**src/rtl/ps2_host_tx.sv**
```systemverilog
// rtl/ps2_host_tx.sv - PS/2 host-to-device command transmitter with ACK check
module ps2_host_tx #(
    parameter int INHIBIT_CYCLES = 12000,
    parameter int TIMEOUT_CYCLES = 2000000
) (
    input  logic       clk,
    input  logic       reset,
    input  logic [7:0] tx_data,
    input  logic       tx_valid,
    output logic       tx_ready,
    input  logic       ps2_clk_in,
    input  logic       ps2_data_in,
    output logic       ps2_clk_oe,
    output logic       ps2_data_oe,
    output logic       busy,
    output logic       tx_done,
    output logic       tx_error
);

    localparam int CNT_MAX = (TIMEOUT_CYCLES > INHIBIT_CYCLES) ? TIMEOUT_CYCLES : INHIBIT_CYCLES;
    localparam int CNT_W   = $clog2(CNT_MAX + 1);
    localparam logic [CNT_W-1:0] INH_LAST = CNT_W'(INHIBIT_CYCLES - 1);
    localparam logic [CNT_W-1:0] TO_LAST  = CNT_W'(TIMEOUT_CYCLES - 1);

    typedef enum logic [2:0] {IDLE, INHIBIT, RTS, SEND, ACK, WAIT_IDLE} state_t;

    state_t           state_q, state_d;
    logic [CNT_W-1:0] cnt_q, cnt_d;
    logic [3:0]       bit_cnt_q, bit_cnt_d;
    logic [9:0]       shift_q, shift_d;
    logic [1:0]       clk_sync_q, clk_sync_d;
    logic [1:0]       data_sync_q, data_sync_d;
    logic             clk_prev_q, clk_prev_d;
    logic             clk_oe_q, clk_oe_d;
    logic             data_oe_q, data_oe_d;
    logic             done_q, done_d;
    logic             err_q, err_d;
    logic             ready_q, ready_d;
    logic             busy_q, busy_d;
    logic             fall;
    logic             timeout;

    assign fall    = clk_prev_q & ~clk_sync_q[1];
    assign timeout = ~fall && (cnt_q == TO_LAST);

    always_comb begin
        clk_sync_d  = {clk_sync_q[0], ps2_clk_in};
        data_sync_d = {data_sync_q[0], ps2_data_in};
        clk_prev_d  = clk_sync_q[1];
        state_d     = state_q;
        cnt_d       = cnt_q;
        bit_cnt_d   = bit_cnt_q;
        shift_d     = shift_q;
        clk_oe_d    = clk_oe_q;
        data_oe_d   = data_oe_q;
        done_d      = 1'b0;
        err_d       = 1'b0;
        case (state_q)
            IDLE: begin
                clk_oe_d  = 1'b0;
                data_oe_d = 1'b0;
                if (tx_valid && ready_q) begin
                    shift_d   = {1'b1, ~^tx_data, tx_data};
                    cnt_d     = '0;
                    bit_cnt_d = '0;
                    clk_oe_d  = 1'b1;
                    state_d   = INHIBIT;
                end
            end
            INHIBIT: begin
                if (cnt_q == INH_LAST) begin
                    cnt_d     = '0;
                    data_oe_d = 1'b1;
                    state_d   = RTS;
                end else begin
                    cnt_d = cnt_q + 1'b1;
                end
            end
            RTS: begin
                clk_oe_d = 1'b0;
                cnt_d    = '0;
                state_d  = SEND;
            end
            default: begin
                // SEND/ACK/WAIT_IDLE share the inter-edge watchdog; it wins over any completion.
                cnt_d = fall ? '0 : cnt_q + 1'b1;
                if (timeout) begin
                    clk_oe_d  = 1'b0;
                    data_oe_d = 1'b0;
                    err_d     = 1'b1;
                    state_d   = IDLE;
                end else if (state_q == SEND) begin
                    if (fall) begin
                        data_oe_d = ~shift_q[0];
                        shift_d   = {1'b0, shift_q[9:1]};
                        bit_cnt_d = bit_cnt_q + 1'b1;
                        if (bit_cnt_q == 4'd9) state_d = ACK;
                    end
                end else if (state_q == ACK) begin
                    if (fall) begin
                        data_oe_d = 1'b0;
                        if (data_sync_q[1]) begin
                            err_d   = 1'b1;
                            state_d = IDLE;
                        end else begin
                            state_d = WAIT_IDLE;
                        end
                    end
                end else begin
                    if (clk_sync_q[1] && data_sync_q[1]) begin
                        done_d  = 1'b1;
                        state_d = IDLE;
                    end
                end
            end
        endcase
        ready_d = (state_d == IDLE);
        busy_d  = (state_d != IDLE);
    end

    always_ff @(posedge clk) begin
        if (reset) begin
            state_q     <= IDLE;
            cnt_q       <= '0;
            bit_cnt_q   <= '0;
            shift_q     <= '0;
            clk_sync_q  <= 2'b11;
            data_sync_q <= 2'b11;
            clk_prev_q  <= 1'b1;
            clk_oe_q    <= 1'b0;
            data_oe_q   <= 1'b0;
            done_q      <= 1'b0;
            err_q       <= 1'b0;
            ready_q     <= 1'b1;
            busy_q      <= 1'b0;
        end else begin
            state_q     <= state_d;
            cnt_q       <= cnt_d;
            bit_cnt_q   <= bit_cnt_d;
            shift_q     <= shift_d;
            clk_sync_q  <= clk_sync_d;
            data_sync_q <= data_sync_d;
            clk_prev_q  <= clk_prev_d;
            clk_oe_q    <= clk_oe_d;
            data_oe_q   <= data_oe_d;
            done_q      <= done_d;
            err_q       <= err_d;
            ready_q     <= ready_d;
            busy_q      <= busy_d;
        end
    end

    assign ps2_clk_oe  = clk_oe_q;
    assign ps2_data_oe = data_oe_q;
    assign tx_done     = done_q;
    assign tx_error    = err_q;
    assign tx_ready    = ready_q;
    assign busy        = busy_q;

endmodule

```
**config.mk**
```make
export PLATFORM = sky130hd
export DESIGN_NAME = ps2_host_tx
export DESIGN_NICKNAME = d
export VERILOG_FILES = /design/src/rtl/ps2_host_tx.sv
export SDC_FILE = /design/constraint.sdc
export NUM_CORES = 1
export LEC_CHECK = 0
export CELL_PAD_IN_SITES_DETAIL_PLACEMENT = 2
export CELL_PAD_IN_SITES_GLOBAL_PLACEMENT = 2
export CORE_ASPECT_RATIO = 0.6
export CORE_MARGIN = 4
export CORE_UTILIZATION = 38
export CTS_CLUSTER_DIAMETER = 60
export CTS_CLUSTER_SIZE = 25
export DETAILED_ROUTE_END_ITERATION = 10
export HOLD_SLACK_MARGIN = 0.15
export PLACE_DENSITY_LB_ADDON = 0.1
export SLEW_MARGIN = 15
export SYNTH_ARGS = -nofsm -noshare
export SYNTH_HDL_FRONTEND = slang
export SYNTH_SLANG_ARGS = --single-unit
```
**constraint.sdc**
```tcl
create_clock -name clk -period 5.25 [get_ports clk]
set_clock_uncertainty 0.1 [all_clocks]
set_input_delay 1.05 -clock clk [delete_from_list [all_inputs] [get_ports clk]]
set_output_delay 1.05 -clock clk [all_outputs]
set_load 0.01 [all_outputs]
```
==> impl_metrics.json, run 1 <==
{
  "vias": 2017,
  "fp-row-count": 21,
  "setup-violations-final": 0,
  "worstSetupEndpointType": "flop",
  "synthesis.area_um2": 2370,
  "ir_drop_uv": 104,
  "fmax_ghz": 0.325,
  "p_int_mw": 0.535,
  "num-nets-final": 299,
  "die_h_um": 69.2,
  "r2r_end": "cnt_q[6]",
  "async_flop_share_pct": 0,
  "worstPathRequired_ns": 5.38,
  "final_common_cell": "dfxtp_1",
  "holdCritStartpoint": "clk_sync_q[0]",
  "hold_viol_final": 0,
  "status": "complete, no violations",
  "syn_nets": 283,
  "post_cts_resized": 0,
  "ctsHtreeMaxLevel": 2,
  "syn_inst": 267,
  "yosysSeqAreaShare_pct": 41.4,
  "wl_per_cell_um": 18.4,
  "first_pass_iters": 4,
  "finalInstanceArea_um2": 2710,
  "wl_um": 6710,
  "cts_inserted_buffers": 5,
  "hold_path_end": "clk_sync_q[1]",
  "p_leak_nw": 0.885,
  "drc": 0,
  "io_buffers": 18,
  "crit_path_start_kind": "input port",
  "syn-mean-instance-area_um2": 8.88,
  "stdcell_count": 364,
  "critPathKind": "in -> reg",
  "finalCoreUtilization_pct": 46.7,
  "seqPwrFrac_pct": 55.6,
  "cts_tree": "built",
  "power.share.switching_pct": 27.3,
  "place_area_um2": 2630,
  "cts_setup_buffers": 0,
  "grtUsageTotal_pct": 18.7,
  "grt_pass1_vias": 2082,
  "cap_viol_max_count": 0,
  "fin_ws_ns": 2.17,
  "overflow": 0,
  "final_layout_size_suffix_gt1_share_pct": 8.80,
  "slew_headroom_pct": 35.0,
  "synth_area_leader_cell": "dfxtp_1",
  "fin_crit_ns": 3.08,
  "diodes": 0,
  "worst_slew_pin_slew_ns": 0.973,
  "coreArea_um2": 5810,
  "rr_worst_depth": 5,
  "clk_pin_slew_ns": 0.09,
  "clock_power_share_pct": 29.8,
  "fp.dieW_um": 110,
  "dp_hpwl_um": 5070,
  "synth-seq-cells": 49,
  "post-route-period-util_pct": 58.6,
  "grt_pass1_wl_um": 11200,
  "final_cell_mix": "dfxtp_1 (49), nor2_1 (43), xnor2_1 (25)",
  "antenna_found_initial": 0,
  "worstPathCellList": "clkdlybuf4s50_1, a2111oi_1, nor2_1, a21o_1, a21oi_1",
  "first_iter_violations": 71,
  "slew_viol_final": 0,
  "cp_data_arrival_time_ns": 3.21,
  "place_congestion": 0.804,
  "switching_power_mw": 0.201,
  "start_util_pct": 40.8,
  "holdPathStages": 1,
  "synth_flop_cell": "dfxtp_1",
  "clockBufferDepth": 2,
  "holdWs_ns": 0.324,
  "cpPeakStageDelay_ns": 0.91,
  "synth_top_area_share_pct": 41.4,
  "timing.rr.start": "cnt_q[8]",
  "synthTopCellsByArea": "dfxtp_1 (41%), xnor2_1 (9.2%), nor2_1 (6.8%)",
  "combPwrFrac_pct": 14.6,
  "p_per_area_nw_per_um2": 271,
  "clk_latency_ns": 0.30,
  "path_max_fanout": 21,
  "total_power_mw": 0.736,
  "ys_types": 49,
  "rrSetupSlack_ns": 2.79,
  "fin_tns_setup_ns": 0,
  "critical-path-slowest-cell": "a2111oi_1",
  "ant_nets": 0,
  "io_pins": 19,
  "dp_cells": 356,
  "place_ws_ns": 1.85,
  "crit_path_start": "tx_valid",
  "numClockSinks": 49,
  "area_growth_pct": 14.4,
  "postCtsHoldBufs": 0,
  "holdCritPathClass": "reg -> reg",
  "ctsRootBufferMaster": "clkbuf_8",
  "rsz0062_at_grt": "false",
  "grt_max_degree": 26,
  "yosysWarnings": 0,
  "die_area_um2": 7610,
  "post_drt_via_cell_ratio": 5.54,
  "synth_edf_count": 0
}
cell usage after synthesis (all sizes together), types with 5 or more instances:
library cell and number:
nor4 5, inv 6, or2 7, nand3 12, clkbuf 6, nor2 43, nand2 12, nor3 14
dfxtp 49, nand4 7, xnor2 25, a211oi 11, a21oi 9, mux2i 10, xor2 5
worst max-delay path by stage:
stage	slack, ns	cells past startpoint	to
final	2.17	5	cnt_q[1]
after global routing	1.92	5	cnt_q[13]
after CTS	2.14	5	cnt_q[1]
after detailed placement	1.85	5	cnt_q[1]
after global placement	2.00	5	cnt_q[1]
after floorplan	2.79	4	bit_cnt_q[1]
power groups by stage:
stage | Sequential, mW | Combinational (mW) | Clock [mW]
after CTS | 0.409 | 0.109 | 0.228
after detailed placement | 0.417 | 0.108 | 0
after global placement | 0.415 | 0.102 | 0
final | 0.409 | 0.107 | 0.219
after floorplan | 0.411 | 0.0720 | 0
after global routing | 0.413 | 0.121 | 0.243
layer usage:
metal | vias up | global-route usage, % | wire (um)
met4 | 0 | 4.56 | 53
li1 | 976 | - | -
met5 | - | 0 | 0
met2 | 44 | 26.5 | 2820
met3 | 5 | 4.00 | 309
met1 | 992 | 28.3 | 3530
worst max-delay path, delay by kind of cell:
family | cells | cell delay [ns]
AO/OA/AOI/OAI | 3 | 1.58
buffers and inverters | 1 | 0.45
AND/OR/NAND/NOR | 1 | 0.12
layout make-up:
class	count	area [um2]
multi-input cells	202	1340
clock buffers	7	76.3
clock inverters	1	7.51
inverters	6	22.5
flip-flops and latches	49	981
repair buffers	19	188
fillers	656	3100
well taps	80	100
logic make-up after synthesis:
logic type      after synthesis  share of synthesized area (%)
simple gates                123                           28.2
flops                        49                           41.4
compound gates               36                           10.8
xor+xnor                     30                           11.1
buf+inv                      16                           2.69
mux                          10                           4.22
fa+ha+maj                     3                           1.58
sequential cells by signal (all words and copies together), names as in the netlist:
| name | count |
|---|---|
| bit_cnt_q | 4 |
| ps2_clk_oe | 1 |
| tx_ready | 1 |
| data_sync_q | 2 |
| clk_prev_q | 1 |
| ps2_data_oe | 1 |
| shift_q | 10 |
| state_q | 3 |
| tx_done | 1 |
| cnt_q | 21 |
| tx_error | 1 |
| busy | 1 |
| clk_sync_q | 2 |
(Power assumes the default switching activity.)
==> inputs of run 2 (changes only) <==
Settings changed: CORE_UTILIZATION 38 to 32.
Clock period 5.25 ns to 2.5 ns, I/O delays scaled along.
==> impl_metrics.json, run 2 (synthesized netlist as in run 1, its figures left out) <==
{
  "status": "complete, no violations",
  "clk_pin_slew_ns": 0.07,
  "cap_viol_max_count": 0,
  "crit_path_start_kind": "flop",
  "final_cell_mix": "dfxtp_1 (49), nor2_1 (43), xnor2_1 (25)",
  "grt_pass1_wl_um": 11600,
  "ctsHtreeMaxLevel": 2,
  "wl_met3_um": 228,
  "die_area_um2": 8900,
  "cts_tree": "built",
  "largestRegisters": "cnt_q (21), shift_q (10), bit_cnt_q (4)",
  "met2_length_um": 2570,
  "path_max_fanout": 5,
  "antenna_found_initial": 0,
  "slew_headroom_pct": 62.6,
  "setup-violations-final": 0,
  "post-route-period-util_pct": 91.9,
  "fin_crit_ns": 2.30,
  "wl_per_cell_um": 17.1,
  "die_h_um": 74.7,
  "finalInstanceArea_um2": 2920,
  "ant_nets": 0,
  "grtUsageTotal_pct": 16.7,
  "ir_drop_uv": 327,
  "area_growth_pct": 23.2,
  "fin_tns_setup_ns": 0,
  "worstSetupEndpointType": "flop",
  "num-nets-final": 312,
  "rsz0062_at_grt": "false",
  "final_common_cell": "dfxtp_1",
  "first_pass_iters": 5,
  "fmax_ghz": 0.435,
  "numClockSinks": 49,
  "wl_um": 6780,
  "clk_latency_ns": 0.29,
  "cpPeakStageDelay_ns": 0.62,
  "total_power_mw": 1.82,
  "cts_setup_buffers": 0,
  "holdCritPathClass": "reg -> reg",
  "largest_reg_flops": 21,
  "place_area_um2": 2760,
  "cp_data_arrival_time_ns": 2.37,
  "largest-register": "cnt_q",
  "hold_viol_final": 0,
  "grt_pass1_vias": 2169,
  "routedLengthMet1_um": 3900,
  "n_fill_cell": 767,
  "holdWs_ns": 0.309,
  "p_leak_nw": 0.995,
  "critical-path-slowest-cell": "or4_1",
  "fp.dieW_um": 119,
  "place_congestion": 0.799,
  "worstPathRequired_ns": 2.57,
  "rrSetupSlack_ns": 0.20,
  "ctsRootBufferMaster": "clkbuf_16",
  "fp-row-count": 23,
  "post_drt_via_cell_ratio": 5.08,
  "p_per_area_nw_per_um2": 625,
  "cts_inserted_buffers": 5,
  "io_buffers": 18,
  "diodes": 0,
  "dp_hpwl_um": 5150,
  "coreArea_um2": 6940,
  "worstPathCellList": "or4_1, or2_2, nor3_4, nor4_2, or3_1",
  "io_pins": 19,
  "drc": 0,
  "critPathKind": "reg -> reg",
  "grt_max_degree": 20,
  "postCtsHoldBufs": 0,
  "final_layout_size_suffix_gt1_share_pct": 13.5,
  "overflow": 0,
  "start_util_pct": 34.2,
  "worst_slew_pin_slew_ns": 0.560,
  "top_layer_used": "met4",
  "clockBufferDepth": 2,
  "first_iter_violations": 86,
  "slew_viol_final": 0,
  "vias": 2016,
  "post_cts_resized": 0
}
## run 2: changes by cell type in the layout (fill, tap and decap cells not counted)
cell and change:
buf_4 +12, clkbuf_16 +5, clkbuf_8 -3, clkbuf_1 -2, buf_12 +1, clkinv_2 +1, clkinvlp_4 -1
## run 2: layout make-up
cell class                      instances  area, um2  area share, %
Tap cell                              100        125           4.28
Sequential cell                        49        981           33.6
Inverter                                6       22.5          0.771
Clock inverter                          1       5.00          0.171
Timing Repair Buffer                   32        298           10.2
Clock buffer                            7        153           5.23
Multi-Input combinational cell        202       1340           45.8
## run 2: power by group
| part | internal [mW] | total (mW) | switching (mW) |
|---|---|---|---|
| Combinational | 0.123 | 0.247 | 0.124 |
| Sequential | 0.822 | 0.857 | 0.0356 |
| Clock | 0.424 | 0.720 | 0.296 |
| Total | 1.37 | 1.82 | 0.455 |
## run 2: worst max-delay path, delay by kind of cell (launching register included)
kind	cells	cell delay, ns
DFF	1	0.38
and+or+nand+nor	5	1.69
## run 2: metrics by stage
stage | worst slack [ns] | cells | utilization, %
finish | 0.202 | 397 | 42.1
global route | 0.137 | 397 | 42.1
CTS | 0.205 | 397 | 42.1
detailed placement | 0.0392 | 389 | 39.8
global placement | 0.134 | 389 | 39.8
floorplan | 0.439 | 267 | -
## run 2: final timing paths
kind / end / startpoint / cells past startpoint
setup / recovery: busy / cnt_q[8] / 5
hold / removal: clk_sync_q[1] / clk_sync_q[0] / 1
setup reg to reg: busy / cnt_q[8] / 5
hold reg to reg: clk_sync_q[1] / clk_sync_q[0] / 1
## run 2: per-layer routing
metal / vias to the layer above / GRT usage (%)
li1: 1008 / -
met1: 972 / 25.3
met2: 28 / 23.3
met3: 8 / 4.05
met4: 0 / 5.01
met5: - / 0
==> inputs of run 3 (changes only) <==
Settings changed: CORE_MARGIN 4 to not set, CORE_UTILIZATION 32 to 38, HOLD_SLACK_MARGIN 0.15 to 0.06.
Clock period 2.5 ns to 2.9 ns, I/O delays scaled along.
==> impl_metrics.json, run 3 (synthesized netlist as in run 1, its figures left out) <==
{
  "ant_nets": 0,
  "dp_cells": 361,
  "p_per_area_nw_per_um2": 486,
  "postCtsHoldBufs": 0,
  "largest_reg_flops": 21,
  "fp.dieW_um": 104,
  "wl_per_cell_um": 19.6,
  "place_congestion": 0.789,
  "path_max_fanout": 21,
  "cts_tree": "built",
  "crit_path_start_kind": "flop",
  "hold_viol_final": 0,
  "post-route-period-util_pct": 83.9,
  "rsz0062_at_grt": "false",
  "rr_worst_depth": 5,
  "worstPathCellList": "or4_1, nor3_1, a21o_1, a21o_1, nor2_1",
  "grt_max_degree": 25,
  "critical-path-slowest-cell": "a21o_1",
  "clockBufferDepth": 2,
  "critPathKind": "reg -> reg",
  "clk_pin_slew_ns": 0.09,
  "grt_pass1_vias": 2161,
  "multi_input_area_um2": 1340,
  "seq_area_um2": 981,
  "critPathBufInv": 0,
  "cpMostUsedCell": "a21o_1",
  "io_buffers": 18,
  "first_pass_iters": 4,
  "slew_viol_final": 0,
  "drc": 0,
  "rrSetupSlack_ns": 0.47,
  "die_area_um2": 6570,
  "status": "complete, no violations",
  "fin_crit_ns": 2.43,
  "numClockSinks": 49,
  "fmax_ghz": 0.411,
  "post_drt_via_cell_ratio": 5.57,
  "wl_um": 7180,
  "coreArea_um2": 5780,
  "final_cell_mix": "dfxtp_1 (49), nor2_1 (43), xnor2_1 (25)",
  "largest-register": "cnt_q",
  "area_growth_pct": 15.5,
  "antenna_found_initial": 0,
  "grt_pass1_wl_um": 12100,
  "start_util_pct": 41.0,
  "holdCritStartpoint": "clk_sync_q[0]",
  "holdPathStages": 1,
  "vias": 2045,
  "stdcell_count": 367,
  "num-nets-final": 304,
  "dp_hpwl_um": 5360,
  "clk_latency_ns": 0.30,
  "crit_path_start": "cnt_q[8]",
  "holdCritPathClass": "reg -> reg",
  "gr-usage-met1_pct": 35.7,
  "final_layout_size_suffix_gt1_share_pct": 10.5,
  "grtUsageTotal_pct": 23.6,
  "timing.rr.start": "cnt_q[8]",
  "worstSetupEndpointType": "flop",
  "worst_slew_pin_slew_ns": 0.760,
  "io_pins": 19,
  "final_common_cell": "dfxtp_1",
  "top_usage_layer": "met1",
  "first_iter_violations": 82,
  "ir_drop_uv": 179,
  "slew_headroom_pct": 49.4,
  "post_cts_resized": 0,
  "n_fill_cell": 629,
  "cap_viol_max_count": 0,
  "total_power_mw": 1.33,
  "largestRegisters": "cnt_q (21), shift_q (10), bit_cnt_q (4)",
  "p_leak_nw": 0.911,
  "cts_setup_buffers": 0,
  "cts_inserted_buffers": 5,
  "met2_usage_pct": 34.9,
  "cp_data_arrival_time_ns": 2.48,
  "fp-row-count": 21,
  "crit_family": "simple AND/OR/NAND/NOR gates",
  "fin_tns_setup_ns": 0,
  "ctsHtreeMaxLevel": 2,
  "grt_util_met3_pct": 4.14,
  "overflow": 0,
  "finalCoreUtilization_pct": 47.4,
  "die_h_um": 63.2,
  "worstPathRequired_ns": 2.95,
  "ctsRootBufferMaster": "clkbuf_8",
  "diodes": 0,
  "r2r_end": "cnt_q[19]",
  "cpPeakStageDelay_ns": 0.63,
  "hold_path_end": "clk_sync_q[1]",
  "setup-violations-final": 0
}
run 3: changes by cell type in the layout (fill, tap and decap cells not counted):
| cell | previous run | this run |
|---|---|---|
| clkbuf_8 | 2 | 5 |
| buf_4 | 13 | 6 |
| buf_12 | 1 | 0 |
| clkbuf_16 | 5 | 0 |
run 3: stage by stage:
step | area [um2] | hold WS (ns) | setup slack, ns
finish | 2740 | 0.338 | 0.466
global route | 2740 | 0.351 | 0.329
floorplan | 2370 | 0.289 | 0.839
detailed placement | 2670 | 0.317 | 0.341
global placement | 2670 | 0.296 | 0.376
CTS | 2740 | 0.338 | 0.479
run 3: layout make-up:
| class | count | share of cell area, % |
|---|---|---|
| clock buffer | 5 | 2.51 |
| timing repair buffer | 24 | 8.22 |
| sequential | 49 | 35.8 |
| tap | 80 | 3.65 |
| inverter | 6 | 0.822 |
| multi-input combinational | 202 | 48.8 |
| clock inverter | 1 | 0.183 |
run 3: layer usage:
metal,share of wire [%],wire length [um]
met1,53,3820
met2,43,3110
met3,2.8,198
met4,0.81,58
met5,0,0
run 3: worst register-to-register path, cell delays in order (launching register included):
cell,delay (ns)
dfxtp_1,0.39
or4_1,0.61
nor3_1,0.23
a21o_1,0.20
a21o_1,0.63
nor2_1,0.13
run 3: power breakdown:
group	internal (mW)	switching [mW]
combinational	0.0963	0.112
sequential	0.708	0.0345
clock	0.159	0.221
run 3: how the worst max path moves through the flow:
stage / to / slack [ns] / depth (start not counted)
after global placement: cnt_q[20] / 0.38 / 6
after global routing: cnt_q[16] / 0.33 / 5
after floorplan: busy / 0.84 / 5
after detailed placement: cnt_q[20] / 0.34 / 6
final: cnt_q[19] / 0.47 / 5
after CTS: cnt_q[19] / 0.48 / 5
==> edit: new RTL, flow settings as in run 2 <==
Set the parameter `TIMEOUT_CYCLES` to 1000000 (it was 2000000).
--- a/src/rtl/ps2_host_tx.sv
+++ b/src/rtl/ps2_host_tx.sv
@@ -1,7 +1,7 @@
 // rtl/ps2_host_tx.sv - PS/2 host-to-device command transmitter with ACK check
 module ps2_host_tx #(
     parameter int INHIBIT_CYCLES = 12000,
-    parameter int TIMEOUT_CYCLES = 2000000
+    parameter int TIMEOUT_CYCLES = 1000000
 ) (
     input  logic       clk,
     input  logic       reset,
Check against the original RTL: no difference found for any inputs over 10 cycles, from zero or initial values and one cycle with reset high; that may be too few to reach the edited logic, so the function may still have changed.
==> edit against run 2 <==
- global-route usage fell by 0.25 points
- power rose by 2.0%
- routed wire length rose by 2.3%
- worst setup slack improved by 0.017 ns
- die area rose by 1.8%
- cell area rose by 0.94%
- sequential cell count fell by 1
- sequential share of layout area fell by 0.99 points
- area after synthesis rose by 2.0%
- non-clock buffer count fell by 4
- core utilization fell by 1.7 points
- critical endpoint unchanged
- largest power group unchanged
==> edit: results (changes against run 2) <==
* Status: finished clean
* Worst-Skew Late Latency at 0.30 ns
* Delay-heaviest family, CP: simple AND/OR/NAND/NOR gates
* Layout cells sized above 1 at 15.1% (+1.6 points)
* H-tree levels at 2 (unchanged)
* Final Non-Filler Cells at 396 (-0.25%)
* Number of cells after detailed placement at 388 (-0.26%)
* Async SR Flop Fraction at 0% (unchanged)
* Critical-path top delay cell: nor4bb_1
* Largest net degree at the start of global routing at 23 (+15%)
* Clock transition at path regs at 0.07 ns (about the same)
* Sequential fraction of the synthesis area at 39.7% (-1.6 points)
* Top post-synthesis cells by count: dfxtp_1 (48), nor2_1 (28), xnor2_1 (25), nand2_1 (16), a211oi_1 (13)
* DP Area at 0.00277 mm² (+0.27%)
* Distinct cells, synth at 50 (+2.0%)
* Initial antenna violation count at 0 (unchanged)
* All-layer global routing usage at 16.5% (-0.25 points)
* Measured slew at the worst slew-check pin at 0.690 ns (+0.131 ns)
* First-pass GRT wire length at 11.5 mm (-0.72%)
* Syn Area/Cell at 9.02 µm² (+1.6%)
* Postcts setup bufs at 0 (unchanged)
* Number of global-route vias before repair at 2149 (-0.92%)
* VDD IR max at 0.000246 V (-25%)
* RD Place Congestion at 0.757 (-5.2%)
* Buffers on Ports at 18 (unchanged)
* Leak at 1.00 nW (+0.61%)
* YS warnings at 0 (unchanged)
* Net Sw Frac at 24.1% (-0.89 points)
* Syn_nets at 284 (+0.35%)
* Worst EP arrival at 2.36 ns
* Diode count at 0 (unchanged)
* Num CTS Buffers at 5 (unchanged)
* Largest regs: cnt_q: 20 flops, shift_q: 10 flops, bit_cnt_q: 4 flops
* CTS max path bufs at 2 (unchanged)
* Total Nets Final at 307 (-1.6%)
* Crit-path max cell delay at 0.53 ns (-0.09 ns)
* Peak fanout along the critical path at 4 (-1)
* Vias per cell at 5.18 (+2.0%)
* Drt pass-1 iters at 4 (-1)
* Predominant post-synthesis flop cell: dfxtp_1
* HP Class: flip-flop to flip-flop
* # resized after CTS at 0 (unchanged)
* 1st-iter DRT viols at 105 (+22%)
* WL per Instance at 17.5 µm (+2.5%)
* Largest cells by area after synthesis: dfxtp_1 (40%), xnor2_1 (9.1%), nor2_1 (4.3%)
* CTS root buffer: clkbuf_16
* Dpl hpwl at 5.34 mm (+3.8%)
## edit: cell types whose count changed in the layout (fill, tap and decap cells not counted), sizes merged, moves of 4 or more
cell / delta
nor3: -4
nor2: -5
nand3: -7
buf: -4
nand2: +4
inv: +4
## edit: cells by family after synthesis
kind of cell | Yosys count | share of synthesized area [%]
XOR/XNOR | 27 | 9.78
flip-flops | 48 | 39.7
multiplexers | 10 | 4.14
adder cells (fa/ha/maj) | 3 | 1.55
AO/OA/AOI/OAI | 42 | 12.7
buffers and inverters | 22 | 4.19
AND/OR/NAND/NOR | 116 | 27.9
## edit: layer usage
layer / wire, µm / vias to the layer above / global-route usage (%)
li1: - / 1003 / -
met1: 3910 / 1009 / 25.1
met2: 2710 / 30 / 22.9
met3: 206 / 10 / 3.64
met4: 107 / 0 / 5.40
met5: 0 / - / 0
## edit: worst paths after layout
kind	start	end	slack, ns	depth (start not counted)
max	cnt_q[18]	busy	0.22	5
min	data_sync_q[0]	data_sync_q[1]	0.32	1
max reg2reg	cnt_q[18]	busy	0.22	5
min reg2reg	data_sync_q[0]	data_sync_q[1]	0.32	1
## edit: cell type report
class	count	area [µm²]
clock inverters	2	38.8
well taps	104	130
repair buffers	28	280
clock buffers	6	139
inverters	10	37.5
flip-flops and latches	48	961
multi-input cells	198	1360
fillers	820	4350
## edit: power by group through the flow
stage	Clock (mW)	Combinational, mW	Sequential, mW
final	0.803	0.231	0.828
after global placement	0	0.227	0.844
after detailed placement	0	0.232	0.845
after CTS	0.831	0.236	0.828
after global routing	0.859	0.257	0.833
after floorplan	0	0.146	0.836
## edit: through the flow
stage	worst slack, ns	utilization (%)
after floorplan	0.559	-
after global placement	0.0313	38.0
after detailed placement	-0.0585	38.0
after CTS	0.256	40.4
after global routing	0.125	40.4
final	0.218	40.4
